==> config.mk <==
export PLATFORM = sky130hd
export DESIGN_NAME = sdp_ram_stream_reader_flat
export DESIGN_NICKNAME = d
export VERILOG_FILES = /design/src/rtl/sdp_ram_stream_reader_if.sv /design/src/rtl/sdp_ram_stream_reader.sv /design/src/flat_wrapper.sv
export SDC_FILE = /design/constraint.sdc
export NUM_CORES = 1
export LEC_CHECK = 0
export CAP_MARGIN = 20
export CORE_ASPECT_RATIO = 0.5
export CORE_MARGIN = 2
export CORE_UTILIZATION = 40
export CTS_BUF_LIST = sky130_fd_sc_hd__clkbuf_8
export DETAILED_ROUTE_END_ITERATION = 8
export GPL_TIMING_DRIVEN = 0
export PLACE_DENSITY = 0.62
export SLEW_MARGIN = 20
export SYNTH_ARGS = -nofsm -noshare
export SYNTH_HDL_FRONTEND = slang
export SYNTH_SLANG_ARGS = --single-unit
==> constraint.sdc <==
create_clock -name clk -period 2.66 [get_ports clk]
set_input_delay 0.399 -clock clk [delete_from_list [all_inputs] [get_ports clk]]
set_output_delay 0.399 -clock clk [all_outputs]
set_load 0.01 [all_outputs]
==> src/rtl/sdp_ram_stream_reader_if.sv <==
// ============================================================================
// Module      : sdp_ram_stream_reader_if
// Description : Command and output-stream bundle for sdp_ram_stream_reader.
//               Command channel: cmd_valid / cmd_ready / cmd_addr / cmd_len.
//               Output stream  : m_valid / m_ready / m_data (+ m_last).
//               Modport master : the reader itself (accepts commands,
//                                produces the word stream).
//               Modport slave  : the peer (issues commands, consumes words).
//               Optional macro : SDP_RAM_READER_LAST_EN adds m_last.
// Revision    : 1.0 - initial release
// ============================================================================
`default_nettype none

interface sdp_ram_stream_reader_if #(
  parameter int DATA_WIDTH = 16,
  parameter int ADDR_WIDTH = 9,
  parameter int LEN_WIDTH  = ADDR_WIDTH + 1
);
  logic                  cmd_valid;
  logic                  cmd_ready;
  logic [ADDR_WIDTH-1:0] cmd_addr;
  logic [LEN_WIDTH-1:0]  cmd_len;
  logic                  m_valid;
  logic                  m_ready;
  logic [DATA_WIDTH-1:0] m_data;
`ifdef SDP_RAM_READER_LAST_EN
  logic                  m_last;

  modport master (
    input  cmd_valid, cmd_addr, cmd_len, m_ready,
    output cmd_ready, m_valid, m_data, m_last
  );
  modport slave (
    output cmd_valid, cmd_addr, cmd_len, m_ready,
    input  cmd_ready, m_valid, m_data, m_last
  );
`else
  modport master (
    input  cmd_valid, cmd_addr, cmd_len, m_ready,
    output cmd_ready, m_valid, m_data
  );
  modport slave (
    output cmd_valid, cmd_addr, cmd_len, m_ready,
    input  cmd_ready, m_valid, m_data
  );
`endif
endinterface

`default_nettype wire

==> src/rtl/sdp_ram_stream_reader.sv <==
// ============================================================================
// Module      : sdp_ram_stream_reader
// Description : Read-side controller for a byte-write simple-dual-port RAM.
//               Takes a (start address, word count) command, drives the RAM
//               read port, absorbs the RAM's 1-cycle registered read latency
//               and emits the words in address order on a valid/ready stream
//               through a 3-entry buffer. Sustains 1 word/cycle with m_ready
//               held high. Single clock (the RAM's rd_clk).
// Ports       : clk            - clock (RAM rd_clk)
//               rst_n          - asynchronous active-low reset
//               bus            - sdp_ram_stream_reader_if.master
//                                (cmd_valid/ready/addr/len, m_valid/ready/
//                                data, m_last when enabled)
//               ram_rd_address - RAM read address
//               ram_rd_data    - RAM read data, valid 1 cycle after address
//               busy           - high while not idle
//               done           - 1-cycle pulse when a command completes
// Macro       : SDP_RAM_READER_LAST_EN - adds m_last marking the final word
//               of each command.
// Revision    : 1.0 - initial release
// ============================================================================
`default_nettype none

module sdp_ram_stream_reader #(
  parameter int DATA_WIDTH = 16,
  parameter int ADDR_WIDTH = 9,
  parameter int LEN_WIDTH  = ADDR_WIDTH + 1
) (
  input  wire logic                  clk,
  input  wire logic                  rst_n,
  sdp_ram_stream_reader_if.master    bus,
  output logic [ADDR_WIDTH-1:0]      ram_rd_address,
  input  wire logic [DATA_WIDTH-1:0] ram_rd_data,
  output logic                       busy,
  output logic                       done
);

  localparam int C_DEPTH = 3;

  typedef enum logic [1:0] {
    ST_IDLE  = 2'd0,
    ST_READ  = 2'd1,
    ST_DRAIN = 2'd2
  } state_t;

  state_t                r_state;
  logic [ADDR_WIDTH-1:0] r_addr;
  logic [LEN_WIDTH-1:0]  r_remain;
  logic                  r_pend;
  logic [DATA_WIDTH-1:0] r_buf [0:C_DEPTH-1];
  logic [1:0]            r_wr_ptr;
  logic [1:0]            r_rd_ptr;
  logic [1:0]            r_count;
  logic                  r_cmd_ready;
  logic                  r_busy;
  logic                  r_done;
`ifdef SDP_RAM_READER_LAST_EN
  logic [C_DEPTH-1:0]    r_buf_last;
  logic                  r_pend_last;
`endif

  logic w_cmd_fire;
  logic w_pop;
  logic w_push;
  logic w_issue;
  logic w_final_issue;
  logic w_drained;

  function automatic logic [1:0] ptr_inc(input logic [1:0] p);
    return (p == 2'(C_DEPTH - 1)) ? 2'd0 : p + 2'd1;
  endfunction

  assign w_cmd_fire    = bus.cmd_valid && r_cmd_ready;
  assign w_pop         = (r_count != 2'd0) && bus.m_ready;
  // The word addressed last cycle is on ram_rd_data now.
  assign w_push        = r_pend;
  // Counting the in-flight read as occupied guarantees a free slot when it
  // lands, even if nothing is popped in the meantime.
  assign w_issue       = (r_state == ST_READ) &&
                         (({1'b0, r_count} + {2'b00, r_pend}) < 3'd3);
  assign w_final_issue = w_issue && (r_remain == LEN_WIDTH'(1));
  // Buffer is empty after this cycle's pop and nothing is in flight, so done
  // lands the cycle after the last beat.
  assign w_drained     = !r_pend &&
                         ((r_count == 2'd0) || ((r_count == 2'd1) && w_pop));

  // The address register doubles as the RAM read address; outside an issue
  // cycle the RAM reads a harmless, ignored word.
  assign ram_rd_address = r_addr;
  assign bus.cmd_ready  = r_cmd_ready;
  assign bus.m_valid    = (r_count != 2'd0);
  assign bus.m_data     = r_buf[r_rd_ptr];
  assign busy           = r_busy;
  assign done           = r_done;
`ifdef SDP_RAM_READER_LAST_EN
  assign bus.m_last     = r_buf_last[r_rd_ptr];
`endif

  always_ff @(posedge clk or negedge rst_n) begin
    if (!rst_n) begin
      r_state     <= ST_IDLE;
      r_addr      <= '0;
      r_remain    <= '0;
      r_pend      <= 1'b0;
      r_wr_ptr    <= 2'd0;
      r_rd_ptr    <= 2'd0;
      r_count     <= 2'd0;
      r_cmd_ready <= 1'b1;
      r_busy      <= 1'b0;
      r_done      <= 1'b0;
      for (int i = 0; i < C_DEPTH; i++) begin
        r_buf[i] <= '0;
      end
`ifdef SDP_RAM_READER_LAST_EN
      r_buf_last  <= '0;
      r_pend_last <= 1'b0;
`endif
    end else begin
      r_done <= 1'b0;
      r_pend <= w_issue;
`ifdef SDP_RAM_READER_LAST_EN
      r_pend_last <= w_final_issue;
`endif

      // Buffer write / read pointers and occupancy.
      if (w_push) begin
        r_buf[r_wr_ptr] <= ram_rd_data;
`ifdef SDP_RAM_READER_LAST_EN
        r_buf_last[r_wr_ptr] <= r_pend_last;
`endif
        r_wr_ptr <= ptr_inc(r_wr_ptr);
      end
      if (w_pop) begin
        r_rd_ptr <= ptr_inc(r_rd_ptr);
      end
      case ({w_push, w_pop})
        2'b10:   r_count <= r_count + 2'd1;
        2'b01:   r_count <= r_count - 2'd1;
        default: r_count <= r_count;
      endcase

      // Command sequencing.
      case (r_state)
        ST_IDLE: begin
          if (w_cmd_fire) begin
            if (bus.cmd_len == '0) begin
              r_done <= 1'b1;
            end else begin
              r_addr      <= bus.cmd_addr;
              r_remain    <= bus.cmd_len;
              r_state     <= ST_READ;
              r_cmd_ready <= 1'b0;
              r_busy      <= 1'b1;
            end
          end
        end
        ST_READ: begin
          if (w_issue) begin
            r_addr   <= r_addr + ADDR_WIDTH'(1);
            r_remain <= r_remain - LEN_WIDTH'(1);
            if (w_final_issue) begin
              r_state <= ST_DRAIN;
            end
          end
        end
        ST_DRAIN: begin
          if (w_drained) begin
            r_state     <= ST_IDLE;
            r_done      <= 1'b1;
            r_cmd_ready <= 1'b1;
            r_busy      <= 1'b0;
          end
        end
        default: begin
          r_state     <= ST_IDLE;
          r_cmd_ready <= 1'b1;
          r_busy      <= 1'b0;
        end
      endcase
    end
  end

endmodule

`default_nettype wire

==> src/flat_wrapper.sv <==
// flat-port wrapper written by rule: the top's interface ports become plain ports
module sdp_ram_stream_reader_flat 
#(
  parameter int DATA_WIDTH = 16,
  parameter int ADDR_WIDTH = 9,
  parameter int LEN_WIDTH  = ADDR_WIDTH + 1
)
  (clk, rst_n, ram_rd_address, ram_rd_data, busy, done, bus_cmd_valid, bus_cmd_addr, bus_cmd_len, bus_m_ready, bus_cmd_ready, bus_m_valid, bus_m_data);
  sdp_ram_stream_reader_if #(.DATA_WIDTH(DATA_WIDTH), .ADDR_WIDTH(ADDR_WIDTH), .LEN_WIDTH(LEN_WIDTH)) bus_i ();
  input  wire logic clk;
  input  wire logic rst_n;
  output logic [ADDR_WIDTH-1:0] ram_rd_address;
  input  wire logic [DATA_WIDTH-1:0] ram_rd_data;
  output logic busy;
  output logic done;
  input wire logic [$bits(bus_i.cmd_valid)-1:0] bus_cmd_valid;
  input wire logic [$bits(bus_i.cmd_addr)-1:0] bus_cmd_addr;
  input wire logic [$bits(bus_i.cmd_len)-1:0] bus_cmd_len;
  input wire logic [$bits(bus_i.m_ready)-1:0] bus_m_ready;
  output wire logic [$bits(bus_i.cmd_ready)-1:0] bus_cmd_ready;
  output wire logic [$bits(bus_i.m_valid)-1:0] bus_m_valid;
  output wire logic [$bits(bus_i.m_data)-1:0] bus_m_data;
  assign bus_i.cmd_valid = bus_cmd_valid;
  assign bus_i.cmd_addr = bus_cmd_addr;
  assign bus_i.cmd_len = bus_cmd_len;
  assign bus_i.m_ready = bus_m_ready;
  assign bus_cmd_ready = bus_i.cmd_ready;
  assign bus_m_valid = bus_i.m_valid;
  assign bus_m_data = bus_i.m_data;
  sdp_ram_stream_reader #(.DATA_WIDTH(DATA_WIDTH), .ADDR_WIDTH(ADDR_WIDTH), .LEN_WIDTH(LEN_WIDTH)) u_core (.clk(clk), .rst_n(rst_n), .bus(bus_i), .ram_rd_address(ram_rd_address), .ram_rd_data(ram_rd_data), .busy(busy), .done(done));
endmodule
==> metrics, run 1 <==
post-CTS setup buffer count 0; Setup CP Type reg -> out; Mean Syn Cell Area 11.22 sq um; max_slew headroom 50.53%; fin. max-slew vios 0; setup violators final 0; Worst EP required 2.26 ns; status finished clean; Post-CTS Hold Fix Bufs 0; Top FF cell, synth dfrtp_1; syn_nets 403; met3 usage 5.152%; vias per cell 5.510; hpwl dp 6979 microns; FMAX 391.4 MHz; Leak 2.240 nW; post-synthesis register bit count 79; sequential area share after synthesis 49.55%; Filler Cell Count 857; Syn. warnings 0; port buffer count 67; worst endpoint data arrival time 2.16 ns; CP Max Fanout 10; ANT nets after route 0; initial core utilization 41.71%; total clock sinks 79; DRC Markers 0; sequential share of power 34.3%; layout cell share with drive strength beyond 1 20.91%; mapped cell area 3993 sq um; first-pass GRT wire length 16330 microns; Post-synth EDFFs 0; DR iter-0 viols 232; worst clock skew 0.009418 ns; asr flop ratio synth 100.0%; Logic pwr share 51.5%; sequential cell area 1978 sq um; Slew @ Worst Pin 0.7381 ns; Hold Fails Final Rpt 0; GR Overflow Total 0; H-Tree Depth 3; most common cell after layout, fill and taps aside dfrtp_1; WL per Instance 17.29 microns; largest cells by area after synthesis dfrtp_1 49%, mux2_2 11%, mux2i_1 4.5%; Net Switching 2.529 mW; n_diodes 0; nets@finish 482; die area 10850 sq um; Net Sw Frac 39.06%; clk buf depth 2; die width 145.3 microns; Setup WS pre-CTS -0.1132 ns; all-layer global routing usage 19.43%; Clk pwr share 14.2%; footprint of the multi-input gates 1854 sq um; Die Ht 74.65 microns; CTS tree built; largest net degree at the start of global routing 47; core area 9572 sq um; GRT Max-Usage Layer met2; fin crit period 2.555 ns; final WL 9939 microns; final worst slack 0.1050 ns; Critical Path Source Type register; highest-count cells in the layout ignoring fill and taps 78 x dfrtp_1, 57 x clkdlybuf4s50_1, 39 x mux2_2, 30 x nand2_1, 28 x o21ai_0; later-pin clock latency in the skew report 0.36 ns; Layout area overhead 27.51%; Fin Hold WS 0.04786 ns; GPL Wtd Cong 0.8174; TritonRoute pass-1 iters 5; met1 usage 23.40%; num ports 68; TritonCTS Buffers 9; RSZ-0062 raised after global routing no; initial antenna violation count 0; Max Cap Viol 0; Clock Tree Root clkbuf_8; GR Util met2 34.86%; synth unique cells 52; Yosys top cell area share 48.89%; period utilisation layout 96.05%; vias in the first global route 3292; Post-Syn Instances 356; power per cell area 1272 nW/um^2; Placement Rows 25; Cell Area, Placed 4850 sq um; clock edge transition at the registers on the reported setup and hold paths 0.09 ns; total power 6.475 mW; Hold Crit Class in -> async; Pint 3.946 mW; cell area after layout 5091 sq um; Yosys top cell by area dfrtp_1; Worst setup EP type output port; DR vias 3168; maximum VDD drop 0.3872 mV
[final cells by class]
class                           count  share of cell area (%)
Buffer                             24                   2.728
Clock buffer                        9                   2.433
Clock inverter                      7                   1.548
Inverter                           10                  0.7373
Multi-Input combinational cell    243                   36.42
Sequential cell                    79                   38.85
Tap cell                          135                   3.318
Timing Repair Buffer               68                   13.96
[per-stage QoR]
step                      cells  utilization (%)  TNS, ns
after floorplan             356                -        0
after global placement      558            50.48  -116.60
after detailed placement    559            50.67  -0.6682
after CTS                   575            52.95        0
after global routing        575            53.19        0
final                       575            53.19        0
[power by group through the flow]
| stage | Combinational (mW) | Sequential, mW | Clock (mW) |
|---|---|---|---|
| floorplan | 2.14 | 2.14 | 0 |
| global placement | 3.24 | 2.18 | 0 |
| detailed placement | 3.35 | 2.24 | 0 |
| CTS | 3.40 | 2.21 | 0.953 |
| global route | 3.65 | 2.29 | 1.01 |
| finish | 3.33 | 2.22 | 0.921 |
[sequential cells by signal (all words and copies together), names as in the netlist]
signal,cells
u_core.ram_rd_address,9
u_core.r_buf,48
u_core.r_remain,10
u_core.done,1
u_core.r_rd_ptr,2
u_core.busy,1
u_core.r_count,2
u_core.bus.cmd_ready,1
u_core.r_state,2
u_core.r_pend,1
u_core.r_wr_ptr,2
[per-layer routing]
layer	part of all wire, %	wire [microns]	vias to the layer above
li1	-	-	1466
met1	44	4333	1586
met2	50	4992	100
met3	4.9	485	16
met4	1.3	127	0
met5	0	0	-
[cells by family (layout without fill, tap and decap cells)]
group                    count (synthesis)  count (layout)  share of synthesized area, %
AO/OA/AOI/OAI                           88              88                         14.35
flip-flops                              79              79                         49.55
AND/OR/NAND/NOR                         78              78                         9.872
multiplexers                            67              67                         19.27
buffers and inverters                   34             118                         4.011
adder cells (fa/ha/maj)                  8               8                         2.507
XOR/XNOR                                 2               2                        0.4388
[worst paths after layout]
| check | from | endpoint | slack [ns] | depth (start not counted) |
|---|---|---|---|---|
| setup / recovery | u_core.r_rd_ptr[1] | bus_m_data[9] | 0.11 | 7 |
| hold / removal | rst_n | u_core.r_remain[9] | 0.05 | 1 |
| min in group clk | u_core.r_buf[43] | u_core.r_buf[43] | 0.51 | 1 |
| hold reg to reg | u_core.r_buf[43] | u_core.r_buf[43] | 0.51 | 1 |
| max in group asynchronous | rst_n | u_core.ram_rd_address[3] | 2.01 | 2 |
| setup reg to reg | u_core.r_pend | u_core.r_remain[9] | 0.30 | 7 |
[worst max-delay path: stages, from the launching register on]
cell             delay (ns)
dfrtp_1                0.36
buf_2                  0.22
nor2b_1                0.13
clkbuf_4               0.21
clkbuf_8               0.19
nand2_1                0.06
o21ai_0                0.07
clkdlybuf4s50_1        0.56
[Yosys cell counts, types with 2 or more instances]
library cell and count:
clkbuf_1 8, nand3_1 13, buf_4 3, o21ai_0 28
dfrtp_1 78, xnor2_1 2, a211oi_1 2, o2bb2ai_1 9
o31ai_1 5, ha_1 8, nand2_1 30, nor3_1 4
or3_1 2, mux2_4 10, a21oi_1 17, a21o_1 3
a31oi_1 9, o32ai_1 2, inv_1 9, mux2i_1 18
nor3b_1 2, a2bb2oi_1 3, buf_2 11, nor2b_1 2
nor4_1 6, o211ai_1 2, mux2_2 39, nor2_1 7
[repair_timing]
item | in CTS | in global routing
endpoints found under the hold margin | 0 | 0
setup endpoints to repair | 12 | 9
resized for setup | 6 | 9
Note: power is estimated with default switching activity, not from simulation.
==> run 2: changes to the inputs <==
--- a/config.mk
+++ b/config.mk
@@ -8,11 +8,11 @@
 export CAP_MARGIN = 20
 export CORE_ASPECT_RATIO = 0.5
 export CORE_MARGIN = 2
-export CORE_UTILIZATION = 40
+export CORE_UTILIZATION = 55
 export CTS_BUF_LIST = sky130_fd_sc_hd__clkbuf_8
 export DETAILED_ROUTE_END_ITERATION = 8
 export GPL_TIMING_DRIVEN = 0
-export PLACE_DENSITY = 0.62
+export PLACE_DENSITY = 0.81
 export SLEW_MARGIN = 20
 export SYNTH_ARGS = -nofsm -noshare
 export SYNTH_HDL_FRONTEND = slang
==> run 2 against run 1 <==
Register-to-register slack hardly changed. Hold slack better by 0.46 ns. Maximum frequency down 0.18%. Via count up 0.73%. Sequential power barely moved. Combinational power is essentially flat. Core utilization up 21 points. Die area down 26%. Routed wire length fell by 2.3%. Sequential cell count unchanged. Power rose by 2.1%. Clock-buffer cell count up 1.
==> metrics, run 2 (synthesized netlist as in run 1, its figures left out) <==
CP Max Fanout 10 (unchanged); Worst EP required 2.26 ns (about the same); TritonRoute pass-1 iters 5 (unchanged); TritonCTS Buffers 9 (unchanged); total clock sinks 79 (unchanged); Fin Hold WS 0.5118 ns (+0.4639 ns); Core Util, Final 73.91% (+21 points); max_slew headroom 46.33% (-4.2 points); die area 7998 sq um (-26%); largest net degree at the start of global routing 52 (+11%); Max Cap Viol 0 (unchanged); all-layer global routing usage 25.74% (+6.3 points); Clock Tree Root clkbuf_8; GPL Wtd Cong 0.9029 (+10%); Placement Rows 21 (-16%); highest-count cells in the layout ignoring fill and taps 78 x dfrtp_1, 62 x clkdlybuf4s50_1, 39 x mux2_2, 30 x nand2_1, 28 x o21ai_0; layout cell share with drive strength beyond 1 20.86% (-0.047 points); DR vias 3191 (+0.73%); GR Overflow Total 0 (unchanged); fin. max-slew vios 0 (unchanged); Hold Fails Final Rpt 0 (unchanged); core area 6858 sq um (-28%); Hold Crit Class in -> async; power per cell area 1304 nW/um^2 (+2.5%); first-pass GRT wire length 16320 microns (about the same); crit-path max cell delay 0.57 ns (about the same); CTS tree built; Layout area overhead 26.95%; DR iter-0 viols 258 (+11%); max FFs per register 48 (unchanged); Leak 2.203 nW (-1.6%); Critical Path Source Type register; later-pin clock latency in the skew report 0.37 ns (about the same); Setup CP Type reg -> out; clk buf depth 2 (unchanged); nets@finish 483 (+0.21%); RSZ-0062 raised after global routing no; fin crit period 2.559 ns (+0.004513 ns); ANT nets after route 0 (unchanged); status finished clean; clock edge transition at the registers on the reported setup and hold paths 0.08 ns (about the same); period utilisation layout 96.22% (+0.17 points); worst endpoint data arrival time 2.16 ns (about the same); Die Ht 64.25 microns (-14%); vias in the first global route 3368 (+2.3%); setup violators final 0 (unchanged); most common cell after layout, fill and taps aside dfrtp_1; maximum VDD drop 0.5155 mV (+33%); Slew @ Worst Pin 0.8007 ns (+0.06264 ns); H-Tree Depth 3 (unchanged); DRC Markers 0 (unchanged); critical-path cell list buf_2, nor2b_1, clkbuf_4, clkbuf_8, nand2_1, o21ai_0, clkdlybuf4s50_1; final WL 9715 microns (-2.3%); Top reg by flops u_core.r_buf; WL per Instance 18.23 microns (+5.4%); Worst setup EP type output port; num ports 68 (unchanged); FMAX 390.7 MHz (-0.18%); initial core utilization 58.22% (+17 points); hpwl dp 6708 microns (-3.9%); post-CTS setup buffer count 0 (unchanged); worst clock skew 0.01541 ns (+0.005995 ns); die width 124.5 microns (-14%); vias per cell 5.987 (+8.7%); port buffer count 67 (unchanged); CP max-delay cell clkdlybuf4s50_1; initial antenna violation count 0 (unchanged); n_diodes 0 (unchanged)
run 2: changes by cell type in the layout (fill, tap and decap cells not counted):
cell,before,now
buf_12,1,0
buf_16,0,1
bufinv_16,1,2
clkbuf_8,10,11
clkdlybuf4s50_1,57,62
dlygate4sd3_1,0,1
dlymetal6s2s_1,9,4
inv_6,3,1
run 2: per-layer routing:
layer  up-vias  GRT usage [%]  routed length [microns]
li1       1466              -                        -
met1      1590          32.37                     4158
met2       114          43.51                     4813
met3        21          6.281                      589
met4         0          10.25                      153
met5         -              0                        0
run 2: final timing paths:
kind                                        endpoint  slack (ns)                from  depth (start not counted)
min in group clk                    u_core.r_buf[17]        0.51    u_core.r_buf[17]                          1
worst min-delay path              u_core.r_remain[3]        0.51               rst_n                          2
worst max register to register    u_core.r_remain[9]        0.30       u_core.r_pend                          7
max in group asynchronous       u_core.bus.cmd_ready        1.52               rst_n                          3
worst max-delay path                   bus_m_data[6]        0.10  u_core.r_rd_ptr[1]                          7
worst min register to register      u_core.r_buf[17]        0.51    u_core.r_buf[17]                          1
run 2: stage by stage:
| step | setup slack (ns) | power, mW | cells | TNS (ns) | cell area (sq um) |
|---|---|---|---|---|---|
| CTS | 0.001556 | 6.611 | 533 | 0 | 5054 |
| global placement | -1.436 | 5.379 | 515 | -112.24 | 4778 |
| finish | 0.1005 | 6.610 | 533 | 0 | 5069 |
| global route | 0.004442 | 7.055 | 533 | 0 | 5069 |
| detailed placement | -0.008991 | 5.552 | 516 | -0.008991 | 4803 |
| floorplan | 0.6550 | 4.288 | 356 | 0 | 3993 |
run 2: what timing repair did:
action	CTS	global route
hold endpoints to repair	28	0
pin swaps	0	0
hold buffers	1	0
gates resized for setup	4	8
gates cloned	0	0
endpoints found under the setup margin	10	9
run 2: report_power, final:
group | internal, mW | leakage (nW) | switching [mW] | total, mW
logic | 1.73 | 1.15 | 1.62 | 3.35
registers | 1.80 | 0.933 | 0.438 | 2.23
clock network | 0.559 | 0.117 | 0.467 | 1.03
run 2: critical path, delay by kind of cell (launching register included):
family	cells	cell delay, ns
flip-flops	1	0.36
AND/OR/NAND/NOR	2	0.18
AO/OA/AOI/OAI	1	0.08
buffers and inverters	4	1.16
run 2: area by class of cell:
class	instances	area [sq um]
inverter	10	37.54
tap	92	115.1
fill	472	1789
clock inverter	6	91.34
sequential	79	1978
clock buffer	10	137.6
multi-input combinational	243	1854
buffer	24	138.9
timing repair buffer	69	715.7
==> run 3: changes to the inputs <==
--- a/config.mk
+++ b/config.mk
@@ -12,7 +12,7 @@
 export CTS_BUF_LIST = sky130_fd_sc_hd__clkbuf_8
 export DETAILED_ROUTE_END_ITERATION = 8
 export GPL_TIMING_DRIVEN = 0
-export PLACE_DENSITY = 0.81
+export PLACE_DENSITY_LB_ADDON = 0.15
 export SLEW_MARGIN = 20
 export SYNTH_ARGS = -nofsm -noshare
 export SYNTH_HDL_FRONTEND = slang
==> run 3 against run 2 <==
Global-route usage decreased by 0.80 points. Power decreased by 3.1%. Clock power decreased by 18%. First-iteration DRC count increased by 12%. Sequential power about the same. Routed wire length decreased by 1.9%. Critical endpoint is now bus_m_data[7]. Via count decreased by 1.0%. Clock-buffer cell count unchanged. Register-to-register slack improved by 0.03 ns. Non-clock buffer count unchanged. Die area unchanged.
==> metrics, run 3 (synthesized netlist as in run 1, its figures left out) <==
met2 routed WL 4674 microns (-2.9%); DRC Markers 0 (unchanged); num ports 68 (unchanged); vias per cell 5.949 (-0.63%); cell area after layout 5029 sq um (-0.79%); initial antenna violation count 0 (unchanged); Slew @ Worst Pin 0.7418 ns (-0.05887 ns); Met3 Wirelength 566 microns (-3.9%); Hold Crit Class reg -> reg; worst clock skew 0.008958 ns (-0.006455 ns); WL per Instance 17.95 microns (-1.5%); max FFs per register 48 (unchanged); die width 124.5 microns (unchanged); reg2reg end u_core.r_remain[5]; first-pass GRT wire length 15640 microns (-4.1%); H-Tree Depth 3 (unchanged); hpwl dp 6526 microns (-2.7%); max_slew headroom 50.28% (+3.9 points); vias in the first global route 3194 (-5.2%); fin. max-slew vios 0 (unchanged); total clock sinks 79 (unchanged); flop2flop setup slack 0.33 ns (+0.03 ns); initial core utilization 58.22% (unchanged); power per cell area 1274 nW/um^2 (-2.3%); Worst setup EP type output port; later-pin clock latency in the skew report 0.36 ns (about the same); detailed-route wire length on metal 1 4210 microns (+1.3%); Top Layer Used met4; Clock Tree Root clkbuf_8; depth of the worst hold-timing path 1; Core Util, Final 73.33% (-0.58 points); clk buf depth 2 (unchanged); fin crit period 2.528 ns (-0.03136 ns); Post-Layout Cell Count 531 (-0.38%); Die Ht 64.25 microns (unchanged); FMAX 395.5 MHz (+1.2%); post-CTS setup buffer count 0 (unchanged); DR vias 3159 (-1.0%); sum of negative setup slack 0 ns (unchanged); Fin Hold WS 0.5054 ns (-0.006351 ns); Setup CP Type reg -> out; clock edge transition at the registers on the reported setup and hold paths 0.07 ns (about the same); TritonRoute pass-1 iters 5 (unchanged); die area 7998 sq um (unchanged); Leak 2.222 nW (+0.86%); critical-path cell list buf_2, nor2b_1, clkbuf_4, clkbuf_8, nand2_1, o21ai_0, clkdlybuf4s50_1; CP Max Fanout 10 (unchanged); TritonCTS Buffers 9 (unchanged); Max Cap Viol 0 (unchanged); layout cell share with drive strength beyond 1 19.82% (-1.0 points); GR Overflow Total 0 (unchanged); worst endpoint data arrival time 2.13 ns (-0.03 ns); r2r worst-path depth 7 (unchanged); CP max-delay cell clkdlybuf4s50_1; most common cell after layout, fill and taps aside dfrtp_1; port buffer count 67 (unchanged); Cell Area, Placed 4803 sq um (unchanged); DR iter-0 viols 290 (+12%); crit-path max cell delay 0.56 ns (about the same); nets@finish 483 (unchanged); ANT nets after route 0 (unchanged); Critical Path Source Type register; n_diodes 0 (unchanged); CTS tree built; RSZ-0062 raised after global routing no; Hold Fails Final Rpt 0 (unchanged); Placement Rows 21 (unchanged); highest-count cells in the layout ignoring fill and taps 78 x dfrtp_1, 59 x clkdlybuf4s50_1, 39 x mux2_2, 30 x nand2_1, 28 x o21ai_0; Hold Crit Endpoint u_core.r_remain[9]; status finished clean; final WL 9531 microns (-1.9%); largest net degree at the start of global routing 47 (-9.6%); HP Start u_core.r_remain[9]; Top reg by flops u_core.r_buf; reg2reg start u_core.r_pend; placed insts 516 (unchanged); Layout area overhead 25.95%; setup violators final 0 (unchanged); GPL Wtd Cong 0.8660 (-4.1%); core area 6858 sq um (unchanged); all-layer global routing usage 24.94% (-0.80 points); maximum VDD drop 0.6951 mV (+35%); period utilisation layout 95.04% (-1.2 points); Worst EP required 2.26 ns (about the same)
run 3: cell count changes in the layout (fill, tap and decap cells not counted), sizes merged:
| cell | delta |
|---|---|
| clkdlybuf4s50 | -3 |
| clkinv | -3 |
| dlymetal6s2s | +3 |
| buf | -2 |
| clkbuf | +2 |
| inv | +2 |
| bufinv | -1 |
run 3: where the power goes:
part,internal (mW),switching [mW]
combinational,1.72,1.61
clock,0.439,0.407
sequential,1.80,0.432
total,3.95,2.45
run 3: worst max-delay path: cells and delay by family, from the launching register on:
family	cells	cell delay, ns
compound gates	1	0.07
simple gates	2	0.18
flops	1	0.36
buf+inv	4	1.16
run 3: metal layers:
layer,up-vias,track usage (%)
met5,-,0
met4,0,6.601
met3,11,6.616
met2,114,43.37
met1,1568,31.38
li1,1466,-
run 3: final cells by class:
class | instances | area, sq um
Fill cell | 464 | 1829
Buffer | 24 | 141.4
Clock buffer | 10 | 137.6
Tap cell | 92 | 115.1
Timing Repair Buffer | 69 | 723.2
Inverter | 10 | 37.54
Clock inverter | 4 | 41.29
Multi-Input combinational cell | 243 | 1854
Sequential cell | 79 | 1978
run 3: worst max-delay path by stage:
stage | startpoint | endpoint | slack (ns) | cells past startpoint
detailed placement | u_core.r_rd_ptr[1] | bus_m_data[6] | -0.01 | 7
floorplan | u_core.r_count[0] | u_core.r_remain[9] | 0.66 | 7
global route | u_core.r_rd_ptr[1] | bus_m_data[7] | 0.007 | 7
finish | u_core.r_rd_ptr[1] | bus_m_data[7] | 0.13 | 7
CTS | u_core.r_rd_ptr[1] | bus_m_data[6] | 0.03 | 7
global placement | rst_n | u_core.ram_rd_address[2] | -1.44 | 1
run 3: repair_timing:
action                     in CTS  in global routing
hold endpoints to repair       11                  0
gates cloned                    0                  0
setup endpoints to repair      10                 10
hold buffers                    1                  0
resized for setup               4                 11
run 3: through the flow:
stage          power (mW)  setup WS [ns]
6_report            6.406         0.1319
5_1_grt             6.832       0.006655
4_1_cts             6.418        0.02629
3_5_place_dp        5.546       -0.01073
3_3_place_gp        5.370         -1.444
2_1_floorplan       4.288         0.6550
